## src/rtl/fifo_v4_sram.sv

```systemverilog
// Synchronous FIFO backed by a simple-dual-port RAM with synchronous read.
// The head word is read from the RAM one edge ahead: the read address is the
// next read pointer, so a pop never leaves a bubble. A word written at the
// same edge as the RAM reads its address is captured into a bypass register.
// Optional first-word fall-through serves data_i directly while empty.
module fifo_v4_sram #(
    parameter int DATA_WIDTH   = 32,
    parameter int DEPTH        = 8,
    parameter int FALL_THROUGH = 0,
    parameter int AF_THRESH    = DEPTH - 1,
    parameter int AE_THRESH    = 1,
    localparam int PTR_W       = ($clog2(DEPTH) > 1) ? $clog2(DEPTH) : 1,
    localparam int CNT_W       = $clog2(DEPTH + 1)
) (
    input  logic                  clk_i,
    input  logic                  rst_i,
    input  logic                  flush_i,
    input  logic [DATA_WIDTH-1:0] data_i,
    input  logic                  push_i,
    input  logic                  pop_i,
    output logic [DATA_WIDTH-1:0] data_o,
    output logic                  full_o,
    output logic                  empty_o,
    output logic                  almost_full_o,
    output logic                  almost_empty_o,
    output logic [CNT_W-1:0]      usage_o,
    output logic                  overflow_o,
    output logic                  underflow_o
);

    localparam logic [PTR_W-1:0] PTR_LAST = PTR_W'(DEPTH - 1);

    // Storage and its synchronous read port
    logic [DATA_WIDTH-1:0] mem [DEPTH];
    logic [DATA_WIDTH-1:0] ram_q;
    logic [DATA_WIDTH-1:0] byp_q;

    logic [PTR_W-1:0] wr_ptr_q, wr_ptr_d;
    logic [PTR_W-1:0] rd_ptr_q, rd_ptr_d;
    logic [PTR_W-1:0] rd_addr;
    logic [CNT_W-1:0] usage_q, usage_d;
    logic             byp_sel_q, byp_sel_d;
    logic             ovf_q, ovf_d;
    logic             unf_q, unf_d;
    logic             wr_en;
    logic             full, empty;
    logic             ft_pass, push_acc, pop_acc;

    // Pointers wrap at DEPTH-1, which need not be a power of two
    function automatic logic [PTR_W-1:0] ptr_inc(input logic [PTR_W-1:0] p);
        return (p == PTR_LAST) ? '0 : p + PTR_W'(1);
    endfunction

    // Status is derived from registered occupancy only
    assign full  = (int'(usage_q) == DEPTH);
    assign empty = (usage_q == '0);

    // Fall-through push+pop on an empty queue moves the word straight across
    assign ft_pass  = (FALL_THROUGH != 0) && empty && push_i && pop_i;
    assign push_acc = push_i && !full && !ft_pass;
    assign pop_acc  = pop_i && !empty;

    // Next-state: pointers, occupancy, bypass select and sticky error flags
    always_comb begin
        wr_ptr_d  = wr_ptr_q;
        rd_ptr_d  = rd_ptr_q;
        usage_d   = usage_q;
        byp_sel_d = 1'b0;
        ovf_d     = ovf_q;
        unf_d     = unf_q;
        wr_en     = 1'b0;
        rd_addr   = rd_ptr_q;
        if (flush_i) begin
            wr_ptr_d = '0;
            rd_ptr_d = '0;
            usage_d  = '0;
            rd_addr  = '0;
        end else begin
            if (push_acc) begin
                wr_en    = 1'b1;
                wr_ptr_d = ptr_inc(wr_ptr_q);
            end
            if (pop_acc) begin
                rd_ptr_d = ptr_inc(rd_ptr_q);
            end
            if (push_acc && !pop_acc) begin
                usage_d = usage_q + CNT_W'(1);
            end else if (pop_acc && !push_acc) begin
                usage_d = usage_q - CNT_W'(1);
            end
            if (push_i && full) begin
                ovf_d = 1'b1;
            end
            if (pop_i && empty && !ft_pass) begin
                unf_d = 1'b1;
            end
            rd_addr   = rd_ptr_d;
            byp_sel_d = push_acc && (wr_ptr_q == rd_ptr_d);
        end
    end

    // Control state register with synchronous reset
    always_ff @(posedge clk_i) begin
        if (rst_i) begin
            wr_ptr_q  <= '0;
            rd_ptr_q  <= '0;
            usage_q   <= '0;
            byp_sel_q <= 1'b0;
            ovf_q     <= 1'b0;
            unf_q     <= 1'b0;
        end else begin
            wr_ptr_q  <= wr_ptr_d;
            rd_ptr_q  <= rd_ptr_d;
            usage_q   <= usage_d;
            byp_sel_q <= byp_sel_d;
            ovf_q     <= ovf_d;
            unf_q     <= unf_d;
        end
    end

    // RAM write port
    always_ff @(posedge clk_i) begin
        if (wr_en && !rst_i) begin
            mem[wr_ptr_q] <= data_i;
        end
    end

    // RAM synchronous read of the upcoming head address
    always_ff @(posedge clk_i) begin
        ram_q <= mem[rd_addr];
    end

    // Capture of a word written into the address being read at the same edge
    always_ff @(posedge clk_i) begin
        if (byp_sel_d && !rst_i) begin
            byp_q <= data_i;
        end
    end

    // Head word selection, with optional fall-through from data_i while empty
    always_comb begin
        if ((FALL_THROUGH != 0) && empty && push_i) begin
            data_o = data_i;
        end else if (byp_sel_q) begin
            data_o = byp_q;
        end else begin
            data_o = ram_q;
        end
    end

    assign full_o         = full;
    assign empty_o        = empty;
    assign almost_full_o  = (int'(usage_q) >= AF_THRESH);
    assign almost_empty_o = (int'(usage_q) <= AE_THRESH);
    assign usage_o        = usage_q;
    assign overflow_o     = ovf_q;
    assign underflow_o    = unf_q;

endmodule

```

## config.mk

```make
export PLATFORM = sky130hd
export DESIGN_NAME = fifo_v4_sram
export DESIGN_NICKNAME = d
export VERILOG_FILES = /design/src/rtl/fifo_v4_sram.sv
export SDC_FILE = /design/constraint.sdc
export NUM_CORES = 1
export LEC_CHECK = 0
export ABC_AREA = 1
export BUFFER_PORTS_ARGS = -buffer_cell sky130_fd_sc_hd__buf_2
export CORE_MARGIN = 10
export CORE_UTILIZATION = 40
export CTS_BUF_LIST = sky130_fd_sc_hd__clkbuf_4 sky130_fd_sc_hd__clkbuf_8
export CTS_CLUSTER_SIZE = 30
export DETAILED_ROUTE_END_ITERATION = 10
export SETUP_SLACK_MARGIN = 0.2
export SLEW_MARGIN = 20
export SYNTH_ARGS = -nofsm -noshare
export SYNTH_HDL_FRONTEND = slang
export SYNTH_SLANG_ARGS = --single-unit
```

## constraint.sdc

```tcl
create_clock -name clk_i -period 4.9 [get_ports clk_i]
set_input_delay 1.225 -clock clk_i [delete_from_list [all_inputs] [get_ports clk_i]]
set_output_delay 1.225 -clock clk_i [all_outputs]
set_load 0.05 [all_outputs]
```

==> metrics, run 1 <==
placed insts=roughly 1800; most frequent cell after synthesis=nand2_1; drt total wl=32200 um; Site Rows=between 60 and 70; P per Cell Area=between 400 and 500 mW/mm^2; Post-CTS Hold Buffers=0; n_diodes=0; Ports=79; Num CTS Buffers=54; Rel. slew slack=roughly 29%; critical path data arrival time=2.24 ns; final setup fails=0; compound-gate portion of the synthesized area=less than 1%; sequential fraction of design power=46.9%; die span in y=about 210 um; final worst path period share=70.8%; hold crit path type=reg2reg; area leader, netlist=edfxtp_1; post-synthesis mux area share=between 2 and 3%; switch share=about 29%; clock root cell=clkbuf_8; Top FF cell, synth=edfxtp_1; Synth Area in Adders=less than 1%; Die X=about 210 um; RSZ-0062 raised after global routing=false; CTS tree=done; total gr overflow=0; Placeable Area=around 0.035 mm^2; Critical Path Fanout Max=32; Nets=1431; DR pass1 iterations=5; clock network fraction of design power=between 30% and 40%; Final ANT Viol Nets=0; Bufs on Longest Clock Path=3; pin count of the biggest net entering global routing=86; status=finished, final reports clean; fill cell count=about 3200; Pins Over Slew Limit=0; Int Power=roughly 4.9 mW; post-CTS setup buffers=0; synth unique cells=28; post-synthesis xor/xnor area fraction=0.185%; Comb power frac=between 15 and 20%; share of synthesized registers carrying an async set or reset=0%; H-Tree Level Count=2; Setup TNS=0 ns; Total GRT Usage=around 14%; synth warn=0; Area contributors post-synth=edfxtp_1, nand2_1, nand3_1, inv_1, dfxtp_1; Hold Vio Cnt, Final=0; via count=between 9000 and 10000; GP Congestion=0.778; Avg Synthesized Cell Area=between 10 and 15 um^2; layout cells sized above 1=between 15 and 20%; post-layout utilization of the core=46.5%; Cell Count, Final, Fillers Out=about 1900; Min Hold Slack=about 0.47 ns; initial core utilization=around two fifths; number of synthesized flops with an enable pin=between 200 and 300; Min Clock Period, post-route=approximately 3.5 ns; dpl cell area=between 0.01 and 0.015 mm^2; Detail Placement HPWL=about 18000 um; worst slew pin tran=1.07 ns; most frequent cells after synthesis=nand2_1, edfxtp_1, inv_1; max-cap viol count=0; largest family of logic cells by synthesized area=simple AND/OR/NAND/NOR gates; synthesized instance count=approximately 1300; Worst VDD drop=0.000281 V; Clk pin slew, worst setup/hold paths=about 0.060 ns; initial antenna violation count=0; Psw=between 1.5 and 2 mW; Synth Area in Simple Gates=between 10% and 20%; Clock Sinks=between 300 and 400; M1 WL=14300 um; post-CTS resize count=0; Seq/Total Area, Yosys=approximately two thirds; clk_skew=0.0232 ns; Met2 Wirelength=about 15000 um; met3 routed WL=1840 um; Die ar.=0.0434 mm^2; DR iter-0 viols=roughly 590; Crit. End Element=output pin; critical path class=reg2out; DRC viols=0; design area=0.0161 mm^2; Static Leak=about 7 nW; f_max=0.288 GHz; Yosys top cell area share=roughly three fifths; vias in the first global route=roughly 9100; highest signal layer in the routed design=met4; Critical Path RT=approximately 3.7 ns; Startpoint Class=register; first-pass GRT wire length=between 50000 and 60000 um; drt wl/cell=17.1 um; Area growth, synth to finish=13.8%; Clock Latency Late Sink=0.58 ns; syn nets=1346; Via density=between 4 and 5; Port Buffer Count=between 70 and 80; Yosys reg bits=roughly 330; Mapped Area=approximately 0.014 mm^2
power groups by stage:
stage / Combinational (mW) / Clock [mW] / Sequential [mW]
2_1_floorplan: 0.860 / 0 / 3.28
3_3_place_gp: 1.16 / 0 / 3.29
3_5_place_dp: 1.16 / 0 / 3.29
4_1_cts: 1.17 / 2.58 / 3.24
5_1_grt: 1.26 / 2.71 / 3.24
6_report: 1.15 / 2.52 / 3.23
final timing paths:
check                           slack, ns  depth (start not counted)     endpoint         from
worst min register to register       0.47                          2  underflow_o  underflow_o
worst max-delay path                 1.43                          2    data_o[0]    byp_sel_q
worst max register to register       1.83                         11     byp_q[9]  rd_ptr_q[0]
worst min-delay path                 0.47                          2  underflow_o  underflow_o
routing by layer:
| layer | vias up | global-route usage (%) |
|---|---|---|
| li1 | 4478 | - |
| met1 | 4392 | 18.3 |
| met2 | 282 | 24.0 |
| met3 | 53 | 2.73 |
| met4 | 0 | 4.91 |
| met5 | - | 0 |
final cells by class:
class	count	area (um^2)	share of cell area (%)
multi-input cells	660	3420	21.2
clock inverters	21	171	1.06
repair buffers	94	523	3.24
clock buffers	78	980	6.07
inverters	243	915	5.67
well taps	455	569	3.53
flip-flops and latches	333	9550	59.2
per-stage QoR:
step           power [mW]  setup WS, ns
2_1_floorplan        4.14         0.326
3_3_place_gp         4.45          1.23
3_5_place_dp         4.46          1.12
4_1_cts              6.98          1.35
5_1_grt              7.20          1.29
6_report             6.90          1.43
placed cells by master (no fill, tap or decap), types with 10 or more instances in the layout:
| cell | instances |
|---|---|
| clkinv_1 | 11 |
| nand3b_1 | 33 |
| mux2_2 | 32 |
| o21ai_0 | 10 |
| nand2_1 | 302 |
| nand3_1 | 196 |
| buf_2 | 78 |
| buf_4 | 15 |
| inv_1 | 241 |
| dfxtp_1 | 44 |
| nand4_1 | 32 |
| edfxtp_1 | 288 |
| clkbuf_4 | 15 |
| clkbuf_8 | 63 |
critical path: stages, from the launching register on:
cell     delay [ns]
dfxtp_2        1.02
mux2_2         0.44
buf_2          0.22
kinds of logic (layout without fill, tap and decap cells):
group / count (synthesis) / in the layout
adders and majority gates: 8 / 8
DFF: 333 / 333
muxes: 32 / 32
AOI/OAI and AO/OA: 22 / 22
xor gates and xnor gates: 3 / 3
and+or+nand+nor: 595 / 595
buffers and inverters: 308 / 436
registers in the layout (all words and copies together) (netlist names):
signal and cells:
wr_ptr_q 3, underflow_o 1, byp_sel_q 1, usage_o 4
byp_q 32, mem 256, overflow_o 1, ram_q 32
rd_ptr_q 3
(Power assumes the default switching activity.)
==> inputs of run 2 (changes only) <==
- clock period: 4.9 -> 3.3 ns (I/O delays scaled with it)
==> metrics, run 2 (same netlist as run 1, synthesis figures left out) <==
status=finished, final reports clean; Port Buffer Count=78; min-delay src=rst_i; Min Clock Period, post-route=about 3 ns; GP Congestion=approximately 0.77; Worst R2R Start=usage_o[0]; P per Cell Area=~630 mW/mm^2; post-CTS resize count=0; Critical Path Fanout Max=18; Clock Latency Late Sink=about 0.6 ns; Detail Placement HPWL=around 18000 um; die span in y=208 um; clk_skew=approximately 0.022 ns; Ports=between 70 and 80; hold depth=2; Pins Over Slew Limit=0; Int Power=about 7.3 mW; Placeable Area=about 0.035 mm^2; Post-CTS Hold Buffers=0; commonest non-fill, non-tap cells in the layout=nand2_1, edfxtp_1, inv_1; drt total wl=33000 um; clock root cell=clkbuf_8; Largest regs=mem x256, byp_q x32, ram_q x32; n_diodes=0; post-layout utilization of the core=47.0%; Reg with most FFs=mem; pin count of the biggest net entering global routing=between 90 and 100; DR pass1 iterations=5; final setup fails=0; final worst path period share=89.2%; Final ANT Viol Nets=0; DR iter-0 viols=~660; most common cell after layout, fill and taps aside=nand2_1; post-route worst setup slack=roughly 0.36 ns; hold crit path type=in2reg; Hold Vio Cnt, Final=0; Clock Sinks=about 330; max reg flops=approximately 260; f_max=roughly 0.34 GHz; Bufs on Longest Clock Path=3; vias in the first global route=around 9100; placed insts=1795; CTS tree=done; Site Rows=68; Total GRT Usage=between 10 and 15%; Static Leak=between 6 and 7 nW; fill cell count=roughly 3200; Comb power frac=17.1%; Die X=~210 um; Num CTS Buffers=54; Nets=around 1400; total power=10.2 mW; DRC viols=0; H-Tree Level Count=2; initial core utilization=slightly above 40%; r2r endpoint=ram_q[24]; via count=9258; layout cells sized above 1=between 10% and 20%; R2R setup slack=0.77 ns; sequential fraction of design power=~47%; post-CTS setup buffers=0; Startpoint Class=register; Setup TNS=0 ns; drt wl/cell=around 17 um; Worst Hold End=underflow_o; Area growth, synth to finish=15.1%; Placement Setup Slack=between 0.6 and 0.7 ns; clock network fraction of design power=between 30% and 40%; critical path data arrival time=2.12 ns; switch share=a little under 30%; initial antenna violation count=0; Worst VDD drop=0.000395 V; Rel. slew slack=approximately 41%; Critical Path RT=2.47 ns; RSZ-0062 raised after global routing=false; first-pass GRT wire length=slightly above 50000 um; total gr overflow=0; worst slew pin tran=between 0.8 and 0.9 ns; Crit. End Element=output pin; Psw=slightly below 3 mW; FF-to-FF path depth=11; max-cap viol count=0; critical path class=reg2out; Die ar.=~0.043 mm^2; Via density=between 4 and 5; Cell Count, Final, Fillers Out=roughly 1900; Clk pin slew, worst setup/hold paths=around 0.060 ns
==> run 2: final cells by class <==
type                       instances  area [um^2]  area share, %
multi-input combinational        660         3430           21.0
clock buffer                      76          958           5.87
inverter                         243          915           5.60
timing repair buffer             104          723           4.43
sequential                       333         9550           58.5
clock inverter                    24          178           1.09
tap                              455          569           3.49
==> run 2: critical path: stages (launching register included) <==
cell     delay, ns
dfxtp_2       0.63
buf_12        0.26
mux2_2        0.39
buf_2         0.22
==> run 2: power by group through the flow <==
| stage | Combinational [mW] | Sequential [mW] | Clock [mW] |
|---|---|---|---|
| 2_1_floorplan | 1.28 | 4.88 | 0 |
| 3_3_place_gp | 1.76 | 4.89 | 0 |
| 3_5_place_dp | 1.77 | 4.89 | 0 |
| 4_1_cts | 1.78 | 4.80 | 3.78 |
| 5_1_grt | 1.92 | 4.81 | 3.96 |
| 6_report | 1.75 | 4.80 | 3.69 |
==> run 2: how the worst max path moves through the flow <==
stage	to	slack (ns)	from
6_report	data_o[0]	0.36	byp_sel_q
5_1_grt	data_o[0]	0.28	byp_sel_q
4_1_cts	data_o[31]	0.31	byp_sel_q
3_5_place_dp	ram_q[6]	0.63	flush_i
3_3_place_gp	ram_q[6]	0.67	flush_i
2_1_floorplan	mem[0][0]	-0.11	usage_o[0]
==> run 2: per-layer routing <==
| metal | track usage [%] | part of all wire, % |
|---|---|---|
| met1 | 19.5 | 45 |
| met2 | 23.9 | 46 |
| met3 | 3.40 | 6.9 |
| met4 | 5.40 | 2.3 |
| met5 | 0 | 0 |
==> run 2: through the flow <==
stage	instance area (um^2)	hold slack [ns]
floorplan	14200	0.505
global placement	15200	0.445
detailed placement	15200	0.470
CTS	16300	0.388
global route	16300	0.421
finish	16300	0.433
